**src/rtl/scc_fetch_unit.sv**
```systemverilog
// scc fetch stage: owns the PC, issues one imem read per cycle and queues returned words.
// Define SCC_FETCH_STATS_EN to add the fetch_count / flush_count statistics outputs.
module scc_fetch_unit #(
    parameter logic [31:0] RESET_PC  = 32'h0000_0000,
    parameter int unsigned DEPTH     = 4,
    parameter logic [31:0] HALT_WORD = 32'hFFFF_FFFF
) (
    input  logic        clk,
    input  logic        rst,
    input  logic        clk_en,
    input  logic        redirect_valid,
    input  logic [31:0] redirect_pc,
    output logic        imem_req,
    output logic [31:0] imem_addr,
    input  logic [31:0] imem_rdata,
    output logic        inst_valid,
    input  logic        inst_ready,
    output logic [31:0] inst_data,
    output logic [31:0] inst_pc,
    output logic        halt_seen,
    output logic        err_misalign
`ifdef SCC_FETCH_STATS_EN
    ,
    output logic [31:0] fetch_count,
    output logic [31:0] flush_count
`endif
);

    localparam int unsigned AW = $clog2(DEPTH);

    typedef logic [AW:0] ptr_t;

    localparam ptr_t DepthP = ptr_t'(DEPTH);

    logic [31:0]   data_mem [DEPTH];
    logic [31:0]   pc_mem   [DEPTH];

    ptr_t          wptr_q, rptr_q;
    ptr_t          count;
    logic [AW+1:0] occupancy;
    logic [31:0]   pc_q;
    logic [31:0]   req_pc_q;
    logic          inflight_q;
    logic          halt_q;
    logic          err_q;
    logic [31:0]   last_data_q, last_pc_q;
    logic [31:0]   head_data, head_pc;

    logic          redirect;
    logic          issue;
    logic          capture;
    logic          pop;

    always_comb begin
        count     = wptr_q - rptr_q;
        occupancy = {1'b0, count} + {{(AW + 1){1'b0}}, inflight_q};
        redirect  = redirect_valid & clk_en;
        // Counting the in-flight word guarantees every response finds a free slot.
        issue     = ~rst & clk_en & ~halt_q & ~redirect_valid & (occupancy < {1'b0, DepthP});
        // A response is captured even with clk_en low; only a redirect drops it.
        capture   = inflight_q & ~redirect;
        head_data = data_mem[rptr_q[AW-1:0]];
        head_pc   = pc_mem[rptr_q[AW-1:0]];
    end

    assign inst_valid   = (count != '0);
    assign pop          = inst_valid & inst_ready & clk_en & ~redirect;
    assign imem_req     = issue;
    assign imem_addr    = pc_q;
    assign inst_data    = inst_valid ? head_data : last_data_q;
    assign inst_pc      = inst_valid ? head_pc : last_pc_q;
    assign halt_seen    = halt_q;
    assign err_misalign = err_q;

    always_ff @(posedge clk) begin
        if (rst) begin
            pc_q        <= RESET_PC;
            req_pc_q    <= '0;
            inflight_q  <= 1'b0;
            wptr_q      <= '0;
            rptr_q      <= '0;
            halt_q      <= 1'b0;
            err_q       <= 1'b0;
            last_data_q <= '0;
            last_pc_q   <= '0;
        end else begin
            inflight_q <= issue;
            if (issue) begin
                req_pc_q <= pc_q;
            end
            // Remember the head shown so the outputs hold steady once the queue drains.
            if (inst_valid) begin
                last_data_q <= head_data;
                last_pc_q   <= head_pc;
            end
            if (redirect) begin
                pc_q   <= {redirect_pc[31:2], 2'b00};
                wptr_q <= '0;
                rptr_q <= '0;
                halt_q <= 1'b0;
                if (redirect_pc[1:0] != 2'b00) begin
                    err_q <= 1'b1;
                end
            end else begin
                if (issue) begin
                    pc_q <= pc_q + 32'd4;
                end
                if (capture) begin
                    wptr_q <= wptr_q + ptr_t'(1);
                    if (imem_rdata == HALT_WORD) begin
                        halt_q <= 1'b1;
                    end
                end
                if (pop) begin
                    rptr_q <= rptr_q + ptr_t'(1);
                end
            end
        end
    end

    always_ff @(posedge clk) begin
        if (!rst && capture) begin
            data_mem[wptr_q[AW-1:0]] <= imem_rdata;
            pc_mem[wptr_q[AW-1:0]]   <= req_pc_q;
        end
    end

`ifdef SCC_FETCH_STATS_EN
    logic [31:0] fetch_cnt_q, flush_cnt_q;

    always_ff @(posedge clk) begin
        if (rst) begin
            fetch_cnt_q <= '0;
            flush_cnt_q <= '0;
        end else begin
            if (capture) begin
                fetch_cnt_q <= fetch_cnt_q + 32'd1;
            end
            if (redirect && (inst_valid || inflight_q)) begin
                flush_cnt_q <= flush_cnt_q + 32'd1;
            end
        end
    end

    assign fetch_count = fetch_cnt_q;
    assign flush_count = flush_cnt_q;
`endif

    no_overflow_a: assert property (@(posedge clk) disable iff (rst) capture |-> count != DepthP);

endmodule

```
**config.mk**
```make
export PLATFORM = sky130hd
export DESIGN_NAME = scc_fetch_unit
export DESIGN_NICKNAME = d
export VERILOG_FILES = /design/src/rtl/scc_fetch_unit.sv
export SDC_FILE = /design/constraint.sdc
export NUM_CORES = 1
export LEC_CHECK = 0
export ABC_AREA = 1
export CORE_MARGIN = 2
export CORE_UTILIZATION = 30
export CTS_BUF_LIST = sky130_fd_sc_hd__clkbuf_8
export DETAILED_ROUTE_END_ITERATION = 10
export PLACE_DENSITY = 0.45
export RECOVER_POWER = 25
export SYNTH_ARGS = -nofsm -noshare
export SYNTH_HDL_FRONTEND = slang
export SYNTH_SLANG_ARGS = --single-unit
```
**constraint.sdc**
```tcl
create_clock -name clk -period 7.7 [get_ports clk]
set_clock_uncertainty 0.15 [all_clocks]
set_input_delay 1.925 -clock clk [delete_from_list [all_inputs] [get_ports clk]]
set_output_delay 1.925 -clock clk [all_outputs]
set_load 0.02 [all_outputs]
```
==> flow_metrics.py, run 1 <==
metrics = {
    "status": {
        "status": "complete, no violations",
    },
    "global_route": {
        "grt_pass1_wl_mm": 67.8,
        "grt_pass1_vias": 11500,
        "grt_max_degree": 78,
        "overflow": 0,
        "grtUsageTotal": 0.156,
        "antenna_found_initial": 2,
    },
    "clock_tree": {
        "clockBufferDepth": 3,
        "tritoncts": "yes",
        "htree_num_levels": 3,
        "path_clk_slew_ns": 0.06,
        "clock-root-buffer": "clkbuf_8",
        "post_cts_buffers": 0,
        "holdBufCountCts": 0,
        "insertion_delay_ns": 0.61,
        "cts_buffers": 72,
        "cts_resized": 0,
        "cts.sinks": 383,
    },
    "worst_setup_path": {
        "regToRegStartpoint": "wptr_q[0]",
        "cpPeakStageDelay_ns": 0.57,
        "endpoint": "inst_pc[31]",
        "cp_top_family": "buffers and inverters",
        "r2r_cells": 12,
        "path_common_cell": "inv_1",
        "path_buf_inv": 5,
        "cp.arrival_ns": 4.00,
        "cp_cell_sequence": "inv_1 > ha_1 > fa_1 > inv_1 > nand2_1 > nand3_1 > nand2_2 > nand2_4 > buf_4 > nand3_1 > inv_1 > a21oi_1 > clkdlybuf4s50_1",
        "startpoint": "wptr_q[0]",
        "worstPathMaxFanout": 40,
        "required_ns": 5.62,
        "crit_type": "flip-flop to primary output",
        "crit_path_start_kind": "flip-flop",
        "r2r_setup_slack_ns": 4.57,
        "r2r_end": "last_pc_q[28]",
        "crit_slowest_cell": "clkdlybuf4s50_1",
        "cp_num_cells": 13,
        "endpoint_kind": "primary output",
    },
    "pwr": {
        "clkPwrFrac": 0.399,
        "leakagePower_uw": 0.00738,
        "p_sw_uw": 1210,
        "pwr-share-comb": 0.118,
        "power_switching_share": 0.256,
        "seq_power_share": 0.483,
        "ir_worst_vdd_uv": 93.7,
        "power_density_nw_per_um2": 238,
        "internal_power_uw": 3520,
    },
    "sta": {
        "tightestPinTransition_ns": 1.01,
        "fin_crit_sh": 0.790,
        "rsz0062_at_grt": "no",
        "max_slew_margin": 0.327,
        "tns_ns": 0,
        "slew_violations": 0,
        "setup_viol": 0,
        "fin_crit_ns": 6.08,
        "finalHoldViolations": 0,
        "clock.fmax_mhz": 164,
    },
    "min_path": {
        "min_path_type": "flip-flop to flip-flop",
        "whs_path_depth": 2,
    },
    "drt": {
        "drc": 0,
        "dr_wl_met3_mm": 1.86,
        "drt-initial-drc-count": 568,
        "drtAntennaViolNets": 0,
        "route.met2.wl_mm": 19.5,
        "met1_length_mm": 21.4,
        "top_layer": "met4",
        "drt_wl_total_mm": 43.6,
        "drtPass1Iterations": 4,
        "post_drt_wl_per_cell_um": 17.0,
        "post_drt_via_cell_ratio": 4.56,
        "num_vias": 11700,
    },
    "final_layout": {
        "syn_to_final_growth_pct": 22.3,
        "drive_gt1_frac": 0.0982,
        "instances_no_fill": 2571,
        "nFillCells": 5343,
        "nets": 1897,
    },
    "yosys": {
        "netlist_instances": 1650,
        "yosysUniqueCellTypes": 42,
        "yosys.area.top_type": "edfxtp_1",
        "syn_avg_cell_area_um2": 9.85,
        "synth.top_cell.area_share": 0.458,
        "synth_area_um2": 16200,
        "yosysSeqAreaShare": 0.625,
        "synth.area.top_cells": "edfxtp_1, dfxtp_1, nor2_1, o21ai_0, inv_1",
        "ys_seq_elements": 383,
        "yosysWarnings": 0,
    },
    "job": {
        "maxCapViolations": 0,
    },
    "floorplanning": {
        "row_count": 85,
        "start_util": 0.302,
        "core_area_um2": 53700,
        "die_height_um": 237,
        "dieArea_um2": 56000,
        "fp.dieW_um": 237,
        "io_pins": 169,
    },
    "place": {
        "port_buffers": 166,
        "gp_routability_congestion": 0.819,
        "dp.cells": 2442,
        "dp_hpwl_mm": 26.5,
    },
}
-- routing by layer --
layer / GRT usage / up-vias
met5: 0 / -
met4: 0.0499 / 0
met3: 0.0310 / 67
met2: 0.245 / 253
met1: 0.216 / 5491
li1: - / 5923
-- power by group through the flow --
stage                     Combinational, uW  Clock, uW  Sequential [uW]
after global routing                    607       2050             2290
after CTS                               569       1960             2290
after floorplan                         310          0             2320
final                                   557       1890             2290
after global placement                  563          0             2330
after detailed placement                566          0             2330
-- state kept, by name, indices dropped and copies added (netlist names), named ones only --
name,count
req_pc_q,30
wptr_q,3
last_data_q,32
imem_addr,30
err_misalign,1
data_mem,128
rptr_q,3
pc_mem,120
last_pc_q,32
inflight_q,1
halt_seen,1
-- cell families (layout without fill, tap and decap cells) --
group                      after synthesis  count (layout)  share of synthesized area
and+or+nand+nor                        632             632                      0.166
AOI/OAI and AO/OA                      348             348                      0.127
xor gates and xnor gates                 4               4                    0.00216
buffers and inverters                  274             497                     0.0730
adders and majority gates                8               8                    0.00662
DFF                                    383             383                      0.625
other                                    1               3                   0.000231
-- cells in the mapped netlist (all sizes together) --
cell / number
edfxtp: 248
nand4: 10
nor3b: 2
a31oi: 1
xor2: 3
a22oi: 2
buf: 49
inv: 183
ha: 7
a21oi: 104
and2: 1
nor4: 1
clkbuf: 42
o211ai: 3
nand2: 152
nand3: 105
nor3: 11
nand3b: 3
xnor2: 1
conb: 1
o21ai: 169
o21bai: 1
fa: 1
nor2: 344
dfxtp: 135
a211oi: 68
or2: 3
-- final cells by class --
type	count	area, um2	area share
sequential	383	10200	0.511
inverter	183	693	0.0349
timing repair buffer	186	1850	0.0929
clock inverter	49	272	0.0137
antenna	1	2.50	0.000126
tap	696	871	0.0438
clock buffer	79	1090	0.0547
multi-input combinational	994	4940	0.249
-- worst min-delay path, delay by kind of cell, from the launching register on --
kind,cells,cell delay (ns)
buf+inv,1,0.06
flops,1,0.29
simple gates,1,0.05
-- cell usage in the layout, fill, tap and decap left out, drive strengths merged --
master	instances
nand2	152
o211ai	3
diode	1
o21ai	169
bufinv	3
nand4	10
a22oi	2
a21oi	104
nand3b	3
xnor2	1
clkinv	13
a211oi	68
nor3b	2
a31oi	1
xor2	3
o21bai	1
fa	1
inv	216
dlygate4sd3	17
buf	21
or2	3
clkbuf	79
and2	1
nor3	11
edfxtp	248
nor2	344
ha	7
dfxtp	135
nor4	1
nand3	105
clkdlybuf4s50	148
conb	2
-- stage by stage --
step	hold WS, ns	cell area [um2]	power (uW)	setup slack [ns]	utilization
after floorplan	0.275	16200	2630	1.94	-
after global placement	0.283	18500	2890	1.90	0.345
after detailed placement	0.287	18500	2900	1.91	0.345
after CTS	0.296	19900	4820	1.52	0.370
after global routing	0.314	19900	4950	1.38	0.370
final	0.292	19900	4730	1.62	0.370
-- worst min path at each step --
stage                      start           end
finish              last_pc_q[0]  last_pc_q[0]
global route        last_pc_q[0]  last_pc_q[0]
CTS                 last_pc_q[0]  last_pc_q[0]
detailed placement  last_pc_q[0]  last_pc_q[0]
global placement    last_pc_q[0]  last_pc_q[0]
floorplan           last_pc_q[0]  last_pc_q[0]
Power figures use the tool's default switching activity.
==> inputs of run 2 (changes only) <==
Clock period 7.7 ns to 5.6 ns, I/O delays scaled along.
==> run 2 against run 1 <==
Effect of this change:
- core utilization is essentially flat
- sequential share of layout area is essentially flat
- sequential power grew 37%
- global-route usage grew 0.61 points
- register-to-register slack lost 1.9 ns
- critical path type unchanged
- setup slack lost 1.3 ns
==> flow_metrics.py, run 2 (synthesis results as in run 1) <==
metrics = {
    "min_path": {
        "min_path_type": "flip-flop to flip-flop",
    },
    "sta": {
        "max_slew_margin": 0.377,
        "fin_crit_ns": 5.30,
        "slew_violations": 0,
        "finalHoldViolations": 0,
        "clock.fmax_mhz": 189,
        "rsz0062_at_grt": "no",
        "tns_ns": 0,
        "tightestPinTransition_ns": 0.934,
        "fin_crit_sh": 0.946,
        "setup_viol": 0,
    },
    "worst_setup_path": {
        "endpoint_kind": "primary output",
        "r2r_setup_slack_ns": 2.67,
        "cp.arrival_ns": 3.75,
        "crit_type": "flip-flop to primary output",
        "crit_path_start_kind": "flip-flop",
        "required_ns": 4.05,
        "worstPathMaxFanout": 30,
    },
    "drt": {
        "drtPass1Iterations": 5,
        "num_vias": 11900,
        "post_drt_via_cell_ratio": 4.63,
        "drtAntennaViolNets": 0,
        "drt-initial-drc-count": 638,
        "drt_wl_total_mm": 45.3,
        "drc": 0,
        "post_drt_wl_per_cell_um": 17.6,
    },
    "clock_tree": {
        "post_cts_buffers": 0,
        "tritoncts": "yes",
        "cts.sinks": 383,
        "holdBufCountCts": 0,
        "clockBufferDepth": 3,
        "clock-root-buffer": "clkbuf_8",
        "cts_buffers": 71,
        "cts_resized": 0,
        "htree_num_levels": 3,
        "insertion_delay_ns": 0.62,
        "path_clk_slew_ns": 0.06,
    },
    "final_layout": {
        "final_common_cell": "nor2_1",
        "drive_gt1_frac": 0.0990,
        "design_area_um2": 19900,
        "most-common-layout-cells": "nor2_1, edfxtp_1, inv_1, o21ai_0, clkdlybuf4s50_1",
        "syn_to_final_growth_pct": 22.2,
        "nets": 1898,
        "nFillCells": 5379,
        "largest_reg_flops": 128,
    },
    "place": {
        "port_buffers": 166,
        "dp_hpwl_mm": 28.0,
        "placed_cell_area_um2": 18500,
        "gp_routability_congestion": 0.764,
    },
    "job": {
        "maxCapViolations": 0,
    },
    "floorplanning": {
        "fp.dieW_um": 237,
        "core_area_um2": 53700,
        "die_height_um": 237,
        "row_count": 85,
        "dieArea_um2": 56000,
        "start_util": 0.302,
        "io_pins": 169,
    },
    "global_route": {
        "grtUsageTotal": 0.162,
        "grt_pass1_vias": 11700,
        "overflow": 0,
        "grt_pass1_wl_mm": 69.8,
        "grt_max_degree": 80,
        "antenna_found_initial": 0,
    },
    "pwr": {
        "ir_worst_vdd_uv": 133,
        "power_density_nw_per_um2": 324,
        "leakagePower_uw": 0.00734,
    },
    "status": {
        "status": "complete, no violations",
    },
}
run 2: power breakdown:
group,total [uW],switching [uW],internal [uW]
Clock,2510,1180,1320
Sequential,3140,55.3,3090
Combinational,774,449,326
run 2: layout make-up:
type | count | area, um2 | area share
antenna | 2 | 5.00 | 0.000252
clock buffer | 78 | 1070 | 0.0541
clock inverter | 52 | 244 | 0.0123
inverter | 183 | 693 | 0.0349
multi-input combinational | 994 | 4940 | 0.249
sequential | 383 | 10200 | 0.511
tap | 696 | 871 | 0.0439
timing repair buffer | 188 | 1870 | 0.0944
run 2: through the flow:
step | cells | utilization | setup WS [ns] | hold slack, ns | total power, uW
final | 2576 | 0.370 | 0.301 | 0.295 | 6430
after global routing | 2574 | 0.370 | 0.0427 | 0.326 | 6730
after CTS | 2574 | 0.370 | 0.169 | 0.300 | 6550
after detailed placement | 2444 | 0.345 | 0.878 | 0.291 | 3990
after global placement | 2444 | 0.345 | 0.929 | 0.283 | 3980
after floorplan | 1651 | - | 0.360 | 0.275 | 3620
run 2: path summary, 6_finish.rpt:
kind,startpoint,to,cells after the start
hold / removal,last_pc_q[1],last_pc_q[1],2
setup / recovery,wptr_q[0],inst_pc[5],13
hold reg to reg,last_pc_q[1],last_pc_q[1],2
setup reg to reg,wptr_q[0],rptr_q[0],12
run 2: layer usage:
metal / track usage / vias to the layer above / routed length, um
met1: 0.222 / 5662 / 21700
met3: 0.0332 / 67 / 2090
met5: 0 / - / 0
li1: - / 5927 / -
met4: 0.0545 / 0 / 976
met2: 0.256 / 264 / 20500
run 2: critical path: stages, from the launching register on:
cell             delay [ns]
dfxtp_1                0.38
inv_1                  0.11
ha_1                   0.22
fa_1                   0.38
inv_1                  0.07
nand2_1                0.06
nand3_1                0.10
nand2_2                0.10
nand2_4                0.37
buf_4                  0.41
nand3_1                0.20
inv_1                  0.13
a21oi_1                0.05
clkdlybuf4s50_1        0.55
==> inputs of run 3 (changes only) <==
Settings changed: CAP_MARGIN set to 20, SETUP_SLACK_MARGIN set to 0.4.
==> run 3 against run 2 <==
Effect of this change:
- non-clock buffer count grew 7
- via count shrank 0.80%
- count of clock-buffer cells in the layout is the same
- sequential power is essentially flat
- sequential cell count is the same
- maximum frequency grew 3.8%
- wire length shrank 2.4%
- highest routed layer unchanged
==> flow_metrics.py, run 3 (synthesis results as in run 1) <==
metrics = {
    "global_route": {
        "grt_max_degree": 111,
        "grtUsageTotal": 0.156,
        "grt_pass1_wl_mm": 67.7,
        "grt_pass1_vias": 11700,
        "overflow": 0,
        "antenna_found_initial": 1,
    },
    "sta": {
        "setup_viol": 0,
        "holdWs_ns": 0.293,
        "tns_ns": 0,
        "tightestPinTransition_ns": 0.863,
        "fin_crit_ns": 5.11,
        "slew_violations": 0,
        "clock.fmax_mhz": 196,
        "rsz0062_at_grt": "yes",
        "max_slew_margin": 0.424,
        "finalHoldViolations": 0,
        "fin_crit_sh": 0.912,
    },
    "floorplanning": {
        "io_pins": 169,
        "die_height_um": 237,
        "core_area_um2": 53700,
        "row_count": 85,
        "start_util": 0.302,
        "fp.dieW_um": 237,
        "dieArea_um2": 56000,
    },
    "drt": {
        "route.met2.wl_mm": 19.7,
        "dr_wl_met3_mm": 1.88,
        "met1_length_mm": 21.6,
        "post_drt_wl_per_cell_um": 17.1,
        "drt-initial-drc-count": 591,
        "post_drt_via_cell_ratio": 4.58,
        "top_layer": "met4",
        "num_vias": 11800,
        "drc": 0,
        "drtPass1Iterations": 5,
        "drt_wl_total_mm": 44.2,
        "drtAntennaViolNets": 0,
    },
    "pwr": {
        "leakagePower_uw": 0.00797,
        "power_density_nw_per_um2": 319,
        "finalPower_uw": 6410,
        "ir_worst_vdd_uv": 131,
    },
    "place": {
        "dp.cells": 2450,
        "dp_hpwl_mm": 26.7,
        "port_buffers": 166,
        "gp_routability_congestion": 0.768,
    },
    "clock_tree": {
        "cts.sinks": 383,
        "cts_buffers": 70,
        "htree_num_levels": 3,
        "clock-root-buffer": "clkbuf_8",
        "clockBufferDepth": 3,
        "post_cts_buffers": 0,
        "tritoncts": "yes",
        "path_clk_slew_ns": 0.06,
        "insertion_delay_ns": 0.62,
    },
    "worst_setup_path": {
        "r2r_cells": 14,
        "worstPathMaxFanout": 21,
        "r2r_setup_slack_ns": 2.60,
        "crit_slowest_cell": "clkdlybuf4s50_1",
        "path_common_cell": "inv_1",
        "cp.arrival_ns": 3.56,
        "required_ns": 4.05,
        "r2r_end": "imem_addr[16]",
        "cp_cell_sequence": "inv_1 > ha_1 > fa_1 > nand2_1 > inv_1 > nand2_8 > buf_16 > nand3_1 > inv_1 > a21oi_1 > clkdlybuf4s50_1",
        "crit_path_start_kind": "flip-flop",
        "endpoint_kind": "primary output",
        "cpPeakStageDelay_ns": 0.63,
        "crit_type": "flip-flop to primary output",
        "cp_top_family": "buffers and inverters",
        "regToRegStartpoint": "wptr_q[0]",
        "path_buf_inv": 5,
    },
    "final_layout": {
        "instances_no_fill": 2583,
        "most-common-layout-cells": "nor2_1, edfxtp_1, inv_1, o21ai_0, nand2_1",
        "final_common_cell": "nor2_1",
        "drive_gt1_frac": 0.101,
        "largest_reg_flops": 128,
        "syn_to_final_growth_pct": 23.7,
        "nets": 1905,
    },
    "min_path": {
        "whs_path_depth": 2,
        "min_path_type": "flip-flop to flip-flop",
        "min_from": "last_pc_q[0]",
        "worstHoldEndpoint": "last_pc_q[0]",
    },
    "job": {
        "maxCapViolations": 0,
    },
    "status": {
        "status": "complete, no violations",
    },
}
-- run 3: power breakdown --
part | leakage, uW | total [uW] | internal, uW | switching, uW
Clock | 0.000771 | 2490 | 1320 | 1170
Sequential | 0.00343 | 3140 | 3090 | 56.1
Combinational | 0.00377 | 775 | 327 | 448
Total | 0.00797 | 6410 | 4740 | 1670
-- run 3: worst register-to-register path, stage by stage, from the launching register on --
cell,delay (ns)
dfxtp_1,0.38
inv_1,0.11
ha_1,0.22
fa_1,0.38
inv_1,0.07
nand2_1,0.06
nand3_1,0.12
nand2_4,0.12
nand2_4,0.15
buf_4,0.37
nand2_4,0.14
inv_2,0.33
nor2_1,0.12
nand2_1,0.09
a21oi_1,0.06
-- run 3: worst max-delay path by stage --
stage,from,endpoint,slack (ns),depth (start not counted)
floorplan,clk_en,data_mem[0][0],0.36,5
global placement,wptr_q[0],inst_pc[8],0.94,12
detailed placement,wptr_q[0],inst_pc[8],0.92,12
CTS,wptr_q[0],inst_pc[5],0.41,14
global route,wptr_q[0],inst_pc[5],0.34,11
finish,wptr_q[0],inst_pc[5],0.49,11
-- run 3: routing by layer --
metal / vias up / global-route usage
met5: - / 0
met4: 0 / 0.0570
met2: 243 / 0.247
li1: 5949 / -
met1: 5567 / 0.213
met3: 66 / 0.0301
-- run 3: timing repair --
| action | 4_1_cts | 5_1_grt |
|---|---|---|
| resized for setup | 3 | 41 |
| gates cloned | 0 | 2 |
| hold buffers | 0 | 0 |
| pin swaps | 0 | 1 |
| setup endpoints to repair | 59 | 58 |
-- run 3: area by class of cell --
class | instances | area (um2)
antenna | 1 | 2.50
clock buffer | 78 | 1070
clock inverter | 52 | 238
fill | 5394 | 33600
inverter | 183 | 696
multi-input combinational | 995 | 4970
sequential | 383 | 10200
tap | 696 | 871
timing repair buffer | 195 | 2090
-- run 3: metrics by stage --
step            util  cell area (um2)  setup slack [ns]
2_1_floorplan      -            16300             0.360
3_3_place_gp   0.347            18600             0.936
3_5_place_dp   0.347            18600             0.924
4_1_cts        0.371            19900             0.408
5_1_grt        0.374            20100             0.343
6_report       0.374            20100             0.493
